File: src/rtl/action_select_ctrl.sv
`default_nettype none
// ============================================================================
// Module   : action_select_ctrl
// Brief    : Epsilon-greedy action selector for the Q-learning agent. Streams
//            the Q-values of one state out of the Q-table RAM, tracks the
//            running signed maximum and its index, then picks either the
//            greedy action or a pseudo-random one from a free-running LFSR.
//            In greedy-only mode it serves as the max Q(s',a') source for the
//            update stage.
// Revision : 1.0 - initial release
// ============================================================================
module action_select_ctrl #(
  parameter int DATA_WIDTH    = 16,
  parameter int ACTIONS       = 4,
  parameter int ACTIONS_WIDTH = 2,
  parameter int STATE_WIDTH   = 6
) (
  input  logic                                 clk,
  input  logic                                 rst_n,
  input  logic                                 i_start,
  input  logic [STATE_WIDTH-1:0]               i_state,
  input  logic                                 i_greedy_only,
  input  logic [15:0]                          i_epsilon,
  output logic                                 o_rd_en,
  output logic [STATE_WIDTH+ACTIONS_WIDTH-1:0] o_rd_addr,
  input  logic [DATA_WIDTH-1:0]                i_rd_data,
  output logic                                 o_busy,
  output logic                                 o_done,
  output logic [ACTIONS_WIDTH-1:0]             o_action,
  output logic [ACTIONS_WIDTH-1:0]             o_action_greedy,
  output logic [DATA_WIDTH-1:0]                o_q_max,
  output logic                                 o_explore
);

  // --------------------------------------------------------------------------
  // Constants
  // --------------------------------------------------------------------------
  localparam logic [2:0] ST_IDLE   = 3'd0;
  localparam logic [2:0] ST_FETCH  = 3'd1;
  localparam logic [2:0] ST_DRAIN  = 3'd2;
  localparam logic [2:0] ST_DECIDE = 3'd3;
  localparam logic [2:0] ST_DONE   = 3'd4;

  // Counter value of the final read of a state's action row.
  localparam logic [ACTIONS_WIDTH-1:0] LAST_CNT = ACTIONS_WIDTH'(ACTIONS - 1);
  localparam logic [ACTIONS_WIDTH-1:0] CNT_ONE  = ACTIONS_WIDTH'(1);
  localparam logic [ACTIONS_WIDTH-1:0] CNT_ZERO = '0;

  // Non-zero seed so the maximal-length sequence never locks up at zero.
  localparam logic [15:0] LFSR_SEED = 16'hACE1;

  // --------------------------------------------------------------------------
  // Declarations
  // --------------------------------------------------------------------------
  logic [2:0]                      state;
  logic [2:0]                      state_next;

  // Request parameters captured at acceptance; the live inputs may change
  // freely while an operation is in flight.
  logic [STATE_WIDTH-1:0]          req_state;
  logic                            req_greedy_only;
  logic [15:0]                     req_epsilon;

  logic [ACTIONS_WIDTH-1:0]        fetch_cnt;
  logic                            start_accept;
  logic                            fetch_last;

  // Read-return qualification, aligned with i_rd_data.
  logic                            rd_valid;
  logic                            rd_first;
  logic [ACTIONS_WIDTH-1:0]        rd_idx;

  // Running maximum over the returned Q-values.
  logic signed [DATA_WIDTH-1:0]    max_val;
  logic [ACTIONS_WIDTH-1:0]        max_idx;
  logic                            max_load;

  logic [15:0]                     lfsr;
  logic                            lfsr_feedback;

  // Decision computed during DECIDE, registered into the result outputs.
  logic                            explore_dec;
  logic [ACTIONS_WIDTH-1:0]        action_dec;

  logic [ACTIONS_WIDTH-1:0]        action_reg;
  logic [ACTIONS_WIDTH-1:0]        action_greedy_reg;
  logic [DATA_WIDTH-1:0]           q_max_reg;
  logic                            explore_reg;

  assign start_accept = (state == ST_IDLE) && i_start;
  assign fetch_last   = (fetch_cnt == LAST_CNT);

  // --------------------------------------------------------------------------
  // FSM
  // --------------------------------------------------------------------------

  // State register; reset aborts any operation in progress.
  always_ff @(posedge clk) begin
    if (!rst_n) begin
      state <= ST_IDLE;
    end else begin
      state <= state_next;
    end
  end

  // Next-state logic: fixed-length walk IDLE->FETCH(xACTIONS)->DRAIN->DECIDE->DONE.
  always_comb begin
    state_next = state;
    case (state)
      ST_IDLE: begin
        if (i_start) begin
          state_next = ST_FETCH;
        end
      end
      ST_FETCH: begin
        if (fetch_last) begin
          state_next = ST_DRAIN;
        end
      end
      ST_DRAIN:  state_next = ST_DECIDE;
      ST_DECIDE: state_next = ST_DONE;
      ST_DONE:   state_next = ST_IDLE;
      default:   state_next = ST_IDLE;
    endcase
  end

  // Output decode: read strobe/address during FETCH, busy and done from state.
  always_comb begin
    o_rd_en   = 1'b0;
    o_rd_addr = '0;
    o_busy    = 1'b0;
    o_done    = 1'b0;
    case (state)
      ST_FETCH: begin
        o_rd_en   = 1'b1;
        o_rd_addr = {req_state, fetch_cnt};
        o_busy    = 1'b1;
      end
      ST_DRAIN: begin
        o_busy    = 1'b1;
      end
      ST_DECIDE: begin
        o_busy    = 1'b1;
      end
      ST_DONE: begin
        o_done    = 1'b1;
      end
      default: begin
        o_rd_en   = 1'b0;
      end
    endcase
  end

  // --------------------------------------------------------------------------
  // Request capture and fetch counter
  // --------------------------------------------------------------------------

  // Latch the request operands only on acceptance in IDLE.
  always_ff @(posedge clk) begin
    if (!rst_n) begin
      req_state       <= '0;
      req_greedy_only <= 1'b0;
      req_epsilon     <= '0;
    end else if (start_accept) begin
      req_state       <= i_state;
      req_greedy_only <= i_greedy_only;
      req_epsilon     <= i_epsilon;
    end
  end

  // Action index of the current read; cleared on acceptance, steps during FETCH.
  always_ff @(posedge clk) begin
    if (!rst_n) begin
      fetch_cnt <= CNT_ZERO;
    end else if (start_accept) begin
      fetch_cnt <= CNT_ZERO;
    end else if (state == ST_FETCH) begin
      fetch_cnt <= fetch_cnt + CNT_ONE;
    end
  end

  // --------------------------------------------------------------------------
  // Compare pipeline
  // --------------------------------------------------------------------------

  // Delay the read strobe by the fixed one-cycle RAM latency so it lines up
  // with i_rd_data; also carry the action index and a first-word marker.
  always_ff @(posedge clk) begin
    if (!rst_n) begin
      rd_valid <= 1'b0;
      rd_first <= 1'b0;
      rd_idx   <= '0;
    end else begin
      rd_valid <= o_rd_en;
      rd_first <= o_rd_en && (fetch_cnt == CNT_ZERO);
      rd_idx   <= fetch_cnt;
    end
  end

  // The first word loads unconditionally; later words must be strictly
  // greater so that ties keep the lowest action index.
  assign max_load = rd_valid && (rd_first || ($signed(i_rd_data) > max_val));

  // Running maximum and its index.
  always_ff @(posedge clk) begin
    if (!rst_n) begin
      max_val <= '0;
      max_idx <= '0;
    end else if (max_load) begin
      max_val <= $signed(i_rd_data);
      max_idx <= rd_idx;
    end
  end

  // --------------------------------------------------------------------------
  // Exploration source
  // --------------------------------------------------------------------------

  // Taps 16,14,13,11 of a right-shifting Fibonacci register (bit 0 is tap 16).
  assign lfsr_feedback = lfsr[0] ^ lfsr[2] ^ lfsr[3] ^ lfsr[5];

  // Free-running LFSR, advancing every cycle independent of the FSM.
  always_ff @(posedge clk) begin
    if (!rst_n) begin
      lfsr <= LFSR_SEED;
    end else begin
      lfsr <= {lfsr_feedback, lfsr[15:1]};
    end
  end

  // --------------------------------------------------------------------------
  // Decision and result registers
  // --------------------------------------------------------------------------

  // Epsilon-greedy choice: explore when the LFSR falls below epsilon. The
  // random action may coincide with the greedy one; it still counts as explore.
  always_comb begin
    explore_dec = !req_greedy_only && (lfsr < req_epsilon);
    action_dec  = explore_dec ? lfsr[ACTIONS_WIDTH-1:0] : max_idx;
  end

  // Results update only at the end of DECIDE and hold until the next one.
  always_ff @(posedge clk) begin
    if (!rst_n) begin
      action_reg        <= '0;
      action_greedy_reg <= '0;
      q_max_reg         <= '0;
      explore_reg       <= 1'b0;
    end else if (state == ST_DECIDE) begin
      action_reg        <= action_dec;
      action_greedy_reg <= max_idx;
      q_max_reg         <= max_val;
      explore_reg       <= explore_dec;
    end
  end

  assign o_action        = action_reg;
  assign o_action_greedy = action_greedy_reg;
  assign o_q_max         = q_max_reg;
  assign o_explore       = explore_reg;

endmodule
`default_nettype wire
File: config.mk
export PLATFORM = sky130hd
export DESIGN_NAME = action_select_ctrl
export DESIGN_NICKNAME = d
export VERILOG_FILES = /design/src/rtl/action_select_ctrl.sv
export SDC_FILE = /design/constraint.sdc
export NUM_CORES = 1
export LEC_CHECK = 0
export CAP_MARGIN = 10
export CORE_MARGIN = 2
export CORE_UTILIZATION = 45
export CTS_CLUSTER_DIAMETER = 60
export CTS_CLUSTER_SIZE = 10
export DETAILED_ROUTE_END_ITERATION = 16
export HOLD_SLACK_MARGIN = 0.02
export PLACE_DENSITY = 0.72
export SETUP_SLACK_MARGIN = 0.2
export SLEW_MARGIN = 20
export SYNTH_ARGS = -nofsm -noshare
export SYNTH_HDL_FRONTEND = slang
export SYNTH_SLANG_ARGS = --single-unit
File: constraint.sdc
create_clock -name clk -period 2.4 [get_ports clk]
set_input_delay 0.24 -clock clk [delete_from_list [all_inputs] [get_ports clk]]
set_output_delay 0.24 -clock clk [all_outputs]
set_load 0.05 [all_outputs]
* Word-level counts from Yosys, hierarchy flattened
Index checks and enable logic that the tools add are counted.
Storage, ports and cells: register bits after elaboration 87, input bits 42, logic and storage cells 48
Cells by class: add/subtract/negate cells 1, $lt $le $gt $ge 2, eq/ne operators 7, multiplexer cells 8, bitwise operators 4, reductions and logical operators 11
Operator list (count):
- $gt 16x16->1 | 1
- $lt 16x16->1 | 1
- $pmux 3 s4 | 1
- $mux 8 | 1
- $eq 3x2->1 const B | 2
- $mux 3 | 2
- $logic_and 1x1->1 | 4
- $ne 2x2->1 const B | 2
- $eq 3x1->1 const B | 1
- $eq 3x3->1 const B | 1
- $logic_not 3->1 | 1
- $mux 1 | 3
- $reduce_or 3->1 | 1
- $xor 1x1->1 | 3
- $add 2x1->2 const B | 1
- $eq 2x2->1 const B | 1
- $logic_not 2->1 | 1
- $mux 2 | 1
- $reduce_and 2->1 | 1
- $reduce_or 2->1 | 1
- $logic_not 1->1 | 1
- $logic_or 1x1->1 | 1
- $not 1->1 | 1

* Logic depth before layout (Yosys ltp)
depth in word-level cells 3, gate-level depth with buffers 10, mapped depth without buffers 9

* Worst setup path after synthesis
No wires, ideal clock.
kind register to register, start point register max_val[9], end point register max_val[10], setup time 115 ps, arrival 2230 ps, required time 2285 ps, setup slack 55 ps, stages on the path, launching flop included 10, period minus slack after synthesis 2345 ps, cells stage by stage dfxtp_1 > inv_1 > ha_1 > a21o_1 > a221o_1 > a221o_1 > or3b_4 > nand3_4 > buf_6 > o21ai_2
On the way: longest elaborated chain between the ends 3
RTL lines:
- start, declared | RTL line 74 | logic signed [DATA_WIDTH-1:0] max_val;
- start signal, assigned | RTL line 210 | max_val <= $signed(i_rd_data);
- $gt 16x16->1 | RTL line 202 | assign max_load = rd_valid && (rd_first || ($signed(i_rd_data) > max_val));
- $logic_or 1x1->1 | RTL line 202
- $logic_and 1x1->1 | RTL line 202
No other way between the ends. A chain may end at the register's enable or synchronous reset.

* Worst setup path in the final report
start point register max_val[10], end point register max_val[1]
Same word-level chain as after synthesis.

==> metrics.cfg <==
[timing]
fmax_mhz=419.8
skew_ns=0.01423
hold_ws_ns=0.3465
slew_headroom=0.6282
period_minus_slack_ns=2.382
final_hold_viol_count=0
min_period_over_period=0.9926
rsz0062_at_grt=true
fin_ws_ns=0.01779
setup_viol_count_final=0
report.final.slew_viol_count=0
worst_pin_slew_ns=0.5560

[floorplan]
die_area_um2=9845
die_h_um=99.22
coreArea_um2=8763
io_pins=74
fp.dieW_um=99.22
rows=34
start_util=0.4656

[final_layout]
area_growth_pct=37.93
final_nets=629
diodes=0
final_core_util=0.6422
layout_commonest_cell=nand2_1
drive_gt1_frac=0.1950
final_cell_mix=nand2_1, dfxtp_1, clkdlybuf4s50_1

[clock_tree]
cts_buffers=9
cts_tree=yes
cts_sinks=87
clock_path_buffers=2
cts_root_buf=clkbuf_8
cts_hold_buf=0
clk_latency_ns=0.35
clk_pin_slew_ns=0.10
htree_num_levels=3

[setup_path]
worstRegToRegCells=11
critPathMaxFanout=5
cp-startpoint=max_val[10]
cp-end-kind=flop
reg2reg_from=max_val[10]
r2r_slack_ns=0.02
cp.required_ns=2.69
critPathKind=reg2reg
arrival_ns=2.67
worst_setup_path_start_kind=flop

[place]
pre_cts_ws_ns=-0.3507
portBuffers=73
place_hpwl_um=6109
gp_congestion=0.8148

[synthesis]
synth_cells=460
synth-seq-cells=87
synth_edf_count=0
synth_cell_types=43
yosys_warnings=0
syn_nets=535
synth_flop_cell=dfxtp_1
syn_area_per_cell_um2=8.870
seq_area_frac_synth=0.4269
async_flop_share=0
netlist_area_um2=4080

[worst_hold_path]
worstHoldStart=i_rd_data[10]
min_path_cells=4
hp-class=in2reg

[global_route]
grt_remaining_overflow=0
grt_pass1_vias=3448
grt_pass1_wl_um=15530
antenna_found_initial=0
grt_max_degree=105
grt.total_usage=0.1930

[job]
maxCapViolCount=0

[power]
finalPower_mw=3.225
p_per_area_nw_per_um2=573.0
leakage_nw=2.199
vdd_drop_max_mv=0.3041

[detailed_routing]
wl_per_cell_um=13.49
ant_nets=0
num_vias=3329
first_iter_violations=113
drtPass1Iterations=4
drc_errors=0
drt-total-wl_um=8996
vias_per_cell=4.991

[outcome]
outcome=complete, no violations

## repair_timing
action                                  CTS  global route
setup buffers                             6             0
endpoints found under the hold margin     0             0
endpoints found under the setup margin   18            20
cloned                                    3             0
pin swaps                                 7             8
resized for setup                        13            12
## cell usage after synthesis, types with 2 or more instances
library cell	count	area, um2
mux2i_1	3	30.03
o21ai_1	6	30.03
o21ai_2	12	105.1
inv_1	33	123.9
nand2b_1	8	50.05
xnor2_1	2	17.52
and4_1	2	17.52
nor2b_1	2	12.51
a21oi_1	6	30.03
nor3b_1	2	15.01
nand3_2	12	120.1
nor2_1	7	26.28
dfxtp_1	87	1742
o21ai_0	5	25.02
xor2_1	2	17.52
ha_1	33	412.9
o2111ai_1	2	17.52
a211oi_1	3	22.52
and2_1	23	143.9
a221o_1	2	20.02
a32oi_1	2	17.52
a21boi_0	41	307.8
a21o_1	10	75.07
nand3_1	9	45.04
nand3b_1	2	15.01
nand4_1	3	18.77
nand2_1	105	394.1
clkbuf_1	21	78.83
## cell type report
type / instances / area (um2)
Clock buffer: 10 / 137.6
Inverter: 33 / 123.9
Tap cell: 108 / 135.1
Sequential cell: 87 / 1747
Timing Repair Buffer: 109 / 1217
Clock inverter: 6 / 90.09
Fill cell: 736 / 3136
Multi-Input combinational cell: 314 / 2177
## logic make-up (layout without fill, tap and decap cells)
group,Yosys count,count (layout),share of synthesized area
buffers and inverters,59,158,0.06409
muxes,3,3,0.007360
xor gates and xnor gates,4,4,0.008588
adders and majority gates,33,33,0.1012
DFF,87,87,0.4269
AOI/OAI and AO/OA,92,92,0.1650
and+or+nand+nor,182,182,0.2269
## metrics by stage
step / std cells / instance area [um2] / TNS, ns
floorplan: 460 / 4096 / 0
global placement: 642 / 5164 / -4.480
detailed placement: 642 / 5164 / -5.423
CTS: 667 / 5575 / -0.1140
global route: 667 / 5628 / -0.6147
finish: 667 / 5628 / 0
## power by group
group	internal, mW	total [mW]	switching [mW]
registers	1.50	1.54	0.0408
clock network	0.621	1.16	0.538
logic	0.281	0.522	0.241
## flip-flops by register name, summed over array words and instances, names as in the netlist, 2 cells and up
signal,cells
lfsr,16
max_val,16
o_q_max,16
req_epsilon,16
req_state,6
state,3
fetch_cnt,2
max_idx,2
o_action,2
o_action_greedy,2
rd_idx,2
## routing by layer
metal / vias to the layer above / global-route usage / share of wire
met2: 77 / 0.3222 / 0.47
met5: - / 0 / 0
met4: 0 / 0.06955 / 0.0098
met3: 9 / 0.04006 / 0.046
met1: 1531 / 0.2474 / 0.48
li1: 1712 / - / -
## critical path, stage by stage (launching register included)
cell and delay [ns]:
dfxtp_2 0.35, inv_2 0.04, ha_4 0.20, and2_4 0.15, a221o_1 0.32, a221o_1 0.35, or3b_4 0.39, nand3_4 0.10
buf_12 0.14, buf_12 0.12, nand3_2 0.08, o21ai_1 0.09
## path summary, 6_finish.rpt
check                      to
setup / recovery   max_val[1]
hold reg to reg       lfsr[5]
hold / removal    max_val[10]
setup reg to reg   max_val[1]
(Power assumes the default switching activity.)
